[src/rtl/nn_load_sequencer.sv]
// Avalon-MM load sequencer: streams host writes into the CNN image/weight/bias RAMs, then starts compute.
// Optional running payload checksum at address 2 when NN_LOAD_CHECKSUM_EN is defined.
module nn_load_sequencer #(
    parameter int unsigned IMG_WORDS    = 196,
    parameter int unsigned CONV_BYTES   = 55744,
    parameter int unsigned DENSE_BYTES  = 37578,
    parameter int unsigned DENSEB_BYTES = 10
) (
    input  logic        clk,
    input  logic        reset,
    input  logic        chipselect,
    input  logic        write,
    input  logic        read,
    input  logic [1:0]  address,
    input  logic [31:0] writedata,
    output logic [31:0] readdata,
    output logic        img_wren,
    output logic [31:0] img_data,
    output logic [9:0]  img_addr,
    output logic        conv_wren,
    output logic [15:0] conv_addr,
    output logic        dense_wren,
    output logic [15:0] dense_addr,
    output logic        denseb_wren,
    output logic [7:0]  denseb_addr,
    output logic [7:0]  wt_data,
    output logic        compute_start,
    input  logic        compute_done
);
    localparam int unsigned CW = 16;

    typedef enum logic [2:0] {
        IDLE      = 3'd0,
        LD_IMG    = 3'd1,
        LD_CONV   = 3'd2,
        LD_DENSE  = 3'd3,
        LD_DENSEB = 3'd4,
        RUN       = 3'd5,
        DONE      = 3'd6
    } state_t;

    state_t        state;
    logic [CW-1:0] count;
    logic          error;
    logic [31:0]   checksum;
    logic          wr, rd, abort, start_ok, data_wr, loading, busy, last;
    logic [CW-1:0] phase_last;
    logic [31:0]   rd_mux;

    assign wr       = chipselect & write;
    assign rd       = chipselect & read;
    assign abort    = wr && (address == 2'd0) && writedata[1];
    assign start_ok = wr && (address == 2'd0) && writedata[0] && !writedata[1]
                      && (state == IDLE || state == DONE);
    assign data_wr  = wr && (address == 2'd1);
    assign loading  = (state == LD_IMG) || (state == LD_CONV) || (state == LD_DENSE) || (state == LD_DENSEB);
    assign busy     = (state != IDLE) && (state != DONE);
    assign last     = (count == phase_last);

    // Final count value of the current load phase
    always_comb begin
        phase_last = '0;
        case (state)
            LD_IMG:    phase_last = CW'(IMG_WORDS - 1);
            LD_CONV:   phase_last = CW'(CONV_BYTES - 1);
            LD_DENSE:  phase_last = CW'(DENSE_BYTES - 1);
            LD_DENSEB: phase_last = CW'(DENSEB_BYTES - 1);
            default:   phase_last = '0;
        endcase
    end

    always_comb begin
        rd_mux = '0;
        case (address)
            2'd0:    rd_mux = {24'b0, error, (state == DONE), busy, 2'b0, 3'(state)};
            2'd1:    rd_mux = {16'b0, count};
            2'd2:    rd_mux = checksum;
            default: rd_mux = '0;
        endcase
    end

    always_ff @(posedge clk) begin
        if (reset) begin
            state         <= IDLE;
            count         <= '0;
            error         <= 1'b0;
            readdata      <= '0;
            img_wren      <= 1'b0;
            img_data      <= '0;
            img_addr      <= '0;
            conv_wren     <= 1'b0;
            conv_addr     <= '0;
            dense_wren    <= 1'b0;
            dense_addr    <= '0;
            denseb_wren   <= 1'b0;
            denseb_addr   <= '0;
            wt_data       <= '0;
            compute_start <= 1'b0;
        end else begin
            img_wren      <= 1'b0;
            conv_wren     <= 1'b0;
            dense_wren    <= 1'b0;
            denseb_wren   <= 1'b0;
            compute_start <= 1'b0;
            if (rd) readdata <= rd_mux;

            if (abort) begin
                state <= IDLE;
                count <= '0;
            end else begin
                if (state == RUN && compute_done) state <= DONE;
                if (start_ok) begin
                    state <= LD_IMG;
                    count <= '0;
                    error <= 1'b0;
                end
                if (data_wr && !loading) error <= 1'b1;
                // One RAM write per accepted strobe, addressed by the pre-increment count
                if (data_wr && loading) begin
                    case (state)
                        LD_IMG: begin
                            img_wren <= 1'b1;
                            img_addr <= 10'(count);
                            img_data <= writedata;
                        end
                        LD_CONV: begin
                            conv_wren <= 1'b1;
                            conv_addr <= count;
                            wt_data   <= writedata[7:0];
                        end
                        LD_DENSE: begin
                            dense_wren <= 1'b1;
                            dense_addr <= count;
                            wt_data    <= writedata[7:0];
                        end
                        default: begin
                            denseb_wren <= 1'b1;
                            denseb_addr <= 8'(count);
                            wt_data     <= writedata[7:0];
                        end
                    endcase
                    if (last) begin
                        count <= '0;
                        case (state)
                            LD_IMG:   state <= LD_CONV;
                            LD_CONV:  state <= LD_DENSE;
                            LD_DENSE: state <= LD_DENSEB;
                            default: begin
                                state         <= RUN;
                                compute_start <= 1'b1;
                            end
                        endcase
                    end else begin
                        count <= count + CW'(1);
                    end
                end
            end
        end
    end

`ifdef NN_LOAD_CHECKSUM_EN
    logic [31:0] byte_sum;

    // Image words contribute all four bank bytes, weight writes only the low byte
    always_comb begin
        byte_sum = 32'(writedata[7:0]);
        if (state == LD_IMG)
            byte_sum = 32'(writedata[31:24]) + 32'(writedata[23:16])
                     + 32'(writedata[15:8])  + 32'(writedata[7:0]);
    end

    always_ff @(posedge clk) begin
        if (reset)                   checksum <= '0;
        else if (start_ok)           checksum <= '0;
        else if (data_wr && loading) checksum <= checksum + byte_sum;
    end
`else
    assign checksum = '0;
`endif

endmodule

[config.mk]
export PLATFORM = sky130hd
export DESIGN_NAME = nn_load_sequencer
export DESIGN_NICKNAME = d
export VERILOG_FILES = /design/src/rtl/nn_load_sequencer.sv
export SDC_FILE = /design/constraint.sdc
export NUM_CORES = 1
export LEC_CHECK = 0
export CORE_MARGIN = 5
export CORE_UTILIZATION = 40
export CTS_CLUSTER_DIAMETER = 100
export DETAILED_ROUTE_END_ITERATION = 7
export GPL_ROUTABILITY_DRIVEN = 0
export PLACE_DENSITY = 0.69
export SLEW_MARGIN = 15
export SYNTH_ARGS = -nofsm -noshare
export SYNTH_HDL_FRONTEND = slang
export SYNTH_SLANG_ARGS = --single-unit
[constraint.sdc]
create_clock -name clk -period 5.5 [get_ports clk]
set_clock_uncertainty 0.2 [all_clocks]
set_input_delay 1.1 -clock clk [delete_from_list [all_inputs] [get_ports clk]]
set_output_delay 1.1 -clock clk [all_outputs]
set_load 0.03 [all_outputs]
Word level (Yosys, flattened, before mapping)
Index checks and enable logic that the tools add are counted.
- output and inout bits: 127
- flip-flop bits (word level): 147
- reductions and logical operators: 31
- eq/ne operators: 9
- bitwise logic cells: 7
- $add $sub $neg: 1
- multiplexer cells: 16
- operators by type and width (cell ; count):
    $pmux W16 S4 ; 1
    $mux W16 ; 3
    $pmux W16 S2 ; 1
    $add A16 B1 Y16 const B ; 1
    $eq A16 B16 Y1 ; 1
    $reduce_and A3 Y1 ; 5
    $mux W3 ; 4
    $logic_and A1 B1 Y1 ; 10
    $eq A3 B3 Y1 const B ; 3
    $pmux W3 S3 ; 1
    $eq A3 B2 Y1 const B ; 2
    $mux W1 ; 6
    $reduce_or A3 Y1 ; 2
    $not A1 Y1 ; 5
    $logic_or A1 B1 Y1 ; 4
    $reduce_bool A2 Y1 ; 2
    $reduce_or A4 Y1 ; 1
    $eq A3 B1 Y1 const B ; 1
    $logic_not A3 Y1 ; 1
    $ne A3 B3 Y1 const B ; 1
    $reduce_bool A3 Y1 ; 1
    $and A1 B1 Y1 ; 2
    $eq A2 B1 Y1 const B ; 1
    $logic_not A1 Y1 ; 2
    other kinds (3) ; 3

Longest topological paths before layout
- depth after elaboration: 8
- mapped depth: 8
- mapped depth without buffers: 7

Worst setup path after synthesis
OpenSTA, ideal clock, no wires.
- kind: input to register
- start: input address[1]
- end: register count[1]
- setup slack: 2.734 ns
- path buffers: 0
- setup time: 0.115 ns
- cell stages on the path: 6
- arrival time: 2.451 ns
- path through: nor4bb_1 -> nand2_1 -> nor3_1 -> nor2_1 -> and3_1 -> a31o_1
- word-level cells in the longest chain between the ends: 6
- ends and longest elaborated chain (element ; RTL line ; text):
    start: declaration ; 14 ; input logic [1:0] address,
    $logic_not A2 Y1 ; 52, 53 ;
    $logic_and A1 B1 Y1 ; 52, 53 ;
    $logic_and A1 B1 Y1 (2 in series) ; 53 ; assign start_ok = wr && (address == 2'd0) && writedata[0] && !writedata[1]
    $logic_and A1 B1 Y1 ; 54 ; && (state == IDLE || state == DONE);
    $reduce_bool A2 Y1 (no source line) ; -- ;
    end signal: assignment ; 154 ; count <= count + CW'(1);
    end: declaration ; 43 ; logic [CW-1:0] count;
Several ways; a longest one is shown, not always the timed one.
A chain may end at the register's enable or synchronous reset.

Worst setup path in the final report
- start: input address[0]
- end: register dense_addr[9]
- word-level cells in the longest chain between the ends: 5
- ends and longest elaborated chain (element ; RTL line ; text):
    $logic_not A2 Y1 ; 52 ; assign abort = wr && (address == 2'd0) && writedata[1];
    $logic_and A1 B1 Y1 (2 in series) ; 52 ;
    $not A1 Y1 (no source line) ; -- ;
    $reduce_and A3 Y1 (no source line) (*) ; -- ;
    end signal: assignment ; 133 ; dense_addr <= count;
    end: declaration ; 23 ; output logic [15:0] dense_addr,
Every way passes the cells marked *; elsewhere a longest branch is shown, timed or not.

==> flow_summary.yaml <==
job:
  maxCapViolCount: 0
die:
  io_pins: 167
  core-area_um2: 13100
  die-height_um: 125
  die-area_um2: 15700
  die_x_um: 125
  std_cell_rows: 42
  start_util_pct: 40.4
place:
  dp_slack_ns: 1.83
  port_buffers: 150
  hpwl_mm: 10.2
setup_path:
  reg2reg_slack_ns: 2.60
  critPathKind: "in -> reg"
  worst_ep_required_time_ns: 5.58
  r2r_cells: 6
  path_cells: "clkdlybuf4s50_1, nand4b_1, nor2_1, nand2_1, mux2i_1, nor2_1"
  crit_path_top_delay_cell: "clkdlybuf4s50_1"
  worst_path_most_repeated_cell: "nor2_1"
  end_kind: "register"
  cp.arrival_ns: 3.37
  path_delay_family: "simple AND/OR/NAND/NOR gates"
  critical_path.max_fanout: 17
  crit_path_start_kind: "primary input"
  r2r_start: "state[2]"
  critical_path_buf_inv_count: 1
  slowest_delay_ns: 0.67
  reg2reg_to: "count[2]"
route:
  drtIter0Drc: 275
  dr.pass1.iters: 4
  routedWlPerCell_um: 15.7
  postRouteWirelength_mm: 14.8
  vias: 4719
  routed_via_density: 5.01
  ant_nets: 0
  drc_errors: 0
run_status:
  status: "finished clean"
clocking:
  cts_buffers: 17
  htreeDepth: 4
  cts_tree: "built"
  cts-resized-gates: 0
  path_clk_slew_ns: 0.06
  cts_root_buffer: "clkbuf_16"
  clockBufferDepth: 2
  cts_setup_buffers: 0
  cts_hold_buf: 0
  cts_sinks: 131
  clock_latency_ns: 0.41
power:
  seqPwrFrac_pct: 44.9
  power_switching_mw: 0.439
  clockPowerShare_pct: 51.5
  combPwrFrac_pct: 3.6
  p_per_area_nw_per_um2: 287
  internal-power_mw: 1.68
  leakage_nw: 2.79
  peakVddDrop_mv: 0.153
  netSwitchingFraction_pct: 20.7
  power.total_mw: 2.12
yosys:
  syn_area_per_cell_um2: 8.46
  ys_warn_count: 0
  ys_ff_latch: 131
  yosysSeqAreaShare_pct: 49.4
  netlist_area_um2: 5310
  synth_top_flop_cell: "dfxtp_1"
  async_flop_share_pct: 0
  ys_types: 56
  synthCells: 628
  synth_edf_count: 0
sta:
  finalCritPeriodShare_pct: 59.9
  whs_ns: 0.253
  final.setup.tns_ns: 0
  fin_ws_ns: 2.21
  relSlewSlack_pct: 35.2
  max_freq_mhz: 304
  hold_viol_final: 0
  slew_violations: 0
  worstMarginPinSlew_ns: 0.967
  grt_setup_unrepaired: "false"
  setup_viol: 0
  min_period_ns: 3.29
layout:
  seq_area_um2: 2620
  diodes: 0
  syn_to_final_growth_pct: 39.2
  multiInputGateArea_um2: 2430
  drive_above_1_share_pct: 6.14
  fill_cells: 1223
  final_core_util_pct: 56.3
  nets: 793
grt:
  grtUsageMet3_pct: 7.89
  use_met1_pct: 21.6
  grt_max_degree: 73
  grt_use_total_pct: 19.0
  grt.met2_usage_pct: 31.7
  overflow: 0
  antenna_found_initial: 0
  grt_pass1_vias: 4733
  grt_pass1_wl_mm: 24.0
  busiest_layer: "met2"
worst_hold_path:
  min_to: "img_data[6]"
  hp-class: "reg -> reg"
  hold_path_startpoint: "img_data[6]"
  holdPathStages: 2
==> metrics by stage <==
step | cells | instance area [um^2]
6_report | 941 | 7390
2_1_floorplan | 643 | 5370
5_1_grt | 941 | 7390
4_1_cts | 941 | 7390
3_3_place_gp | 909 | 6810
3_5_place_dp | 909 | 6810
==> cells in the mapped netlist, types with 2 or more instances <==
master    count  area share [%]
nand2_1     135             9.5
dfxtp_1     131              49
a31oi_1       2            0.24
buf_2         4            0.38
nand2b_1      7            0.82
or3_1         3            0.35
or4_1         2            0.28
nor2b_1       4            0.47
nand4b_1      2            0.33
nor3b_1       3            0.42
xor2_1        9             1.5
nand4_1      10             1.2
mux2i_1      32             6.0
o21a_1        3            0.42
or2_2         3            0.35
xnor2_1       5            0.82
and3_1        2            0.24
clkbuf_1     40             2.8
inv_1         3            0.21
o221ai_1      2            0.33
mux2_2        3            0.64
a21oi_1      66             6.2
nor3_1       14             1.3
nor2_1       76             5.4
a22oi_1      15             2.1
o21ai_0       2            0.19
and2_1        3            0.35
buf_4        16             2.3
buf_1         2            0.14
nand3_1       3            0.28
==> logic make-up (layout without fill, tap and decap cells) <==
group           after synthesis  after routing  synth area share (%)
compound gates              102            102                  11.7
xor+xnor                     14             14                  2.31
fa+ha+maj                     1              1                 0.236
buf+inv                      66            188                  6.03
flops                       131            131                  49.4
mux                          36             36                  6.88
other cells                   1             16                0.0706
simple gates                277            277                  23.4
==> area by class of cell <==
type / instances / area share, %
clock buffer: 23 / 6.47
clock inverter: 9 / 1.41
inverter: 3 / 0.152
multi-input combinational: 446 / 32.9
sequential: 131 / 35.5
tap: 176 / 2.98
timing repair buffer: 153 / 20.6
==> per-layer routing <==
layer / wire, um / vias to the layer above / part of all wire [%]
met5: 0 / - / 0
met4: 324 / 0 / 2.2
met3: 1320 / 29 / 9.0
met2: 7250 / 155 / 49
met1: 5870 / 2213 / 40
li1: - / 2322 / -
==> power by group through the flow <==
stage          sequential (mW)  combinational [mW]  clock, mW
2_1_floorplan            0.971              0.0478          0
3_3_place_gp             0.971              0.0741          0
3_5_place_dp             0.971              0.0753          0
4_1_cts                  0.951              0.0754       1.11
5_1_grt                  0.950              0.0812       1.16
6_report                 0.951              0.0760       1.09
==> flip-flops by register name, summed over array words and instances (netlist names) <==
signal         cells
conv_wren          1
denseb_wren        1
conv_addr         16
state              3
readdata          16
wt_data            8
count             16
img_wren           1
compute_start      1
denseb_addr        8
img_data          32
img_addr          10
dense_wren         1
error              1
dense_addr        16
==> how the worst max path moves through the flow <==
stage | depth (start not counted) | slack (ns) | startpoint | end
2_1_floorplan | 6 | 2.73 | address[1] | count[1]
3_3_place_gp | 7 | 1.89 | address[0] | count[6]
3_5_place_dp | 7 | 1.83 | address[0] | count[6]
4_1_cts | 6 | 2.23 | address[0] | dense_addr[9]
5_1_grt | 7 | 1.96 | address[0] | count[6]
6_report | 6 | 2.21 | address[0] | dense_addr[9]
==> cell usage in the layout, fill, tap and decap left out, types with 3 or more instances in the layout <==
cell / Yosys / layout
conb_1: 1 / 16
nor3_2: 1 / 3
nor2b_1: 4 / 4
clkbuf_16: 0 / 17
or2_2: 3 / 3
nor3b_1: 3 / 3
a21oi_1: 66 / 66
mux2_2: 3 / 3
clkbuf_1: 40 / 3
mux2i_1: 32 / 32
clkdlybuf4s50_1: 0 / 149
nand2_1: 135 / 135
xor2_1: 9 / 9
clkbuf_8: 0 / 3
o21a_1: 3 / 3
or3_1: 3 / 3
nor3_1: 14 / 12
buf_4: 16 / 4
and2_1: 3 / 3
nand4_1: 10 / 10
inv_1: 3 / 3
clkinv_2: 0 / 4
nand3_1: 3 / 3
nor2_1: 76 / 76
dfxtp_1: 131 / 131
xnor2_1: 5 / 5
nand2b_1: 7 / 7
a22oi_1: 15 / 15
==> tightest hold or removal path: stages (launching register included) <==
cell and delay [ns]:
dfxtp_1 0.30, nand2_1 0.05, a21oi_1 0.05
Power figures use the tool's default switching activity.
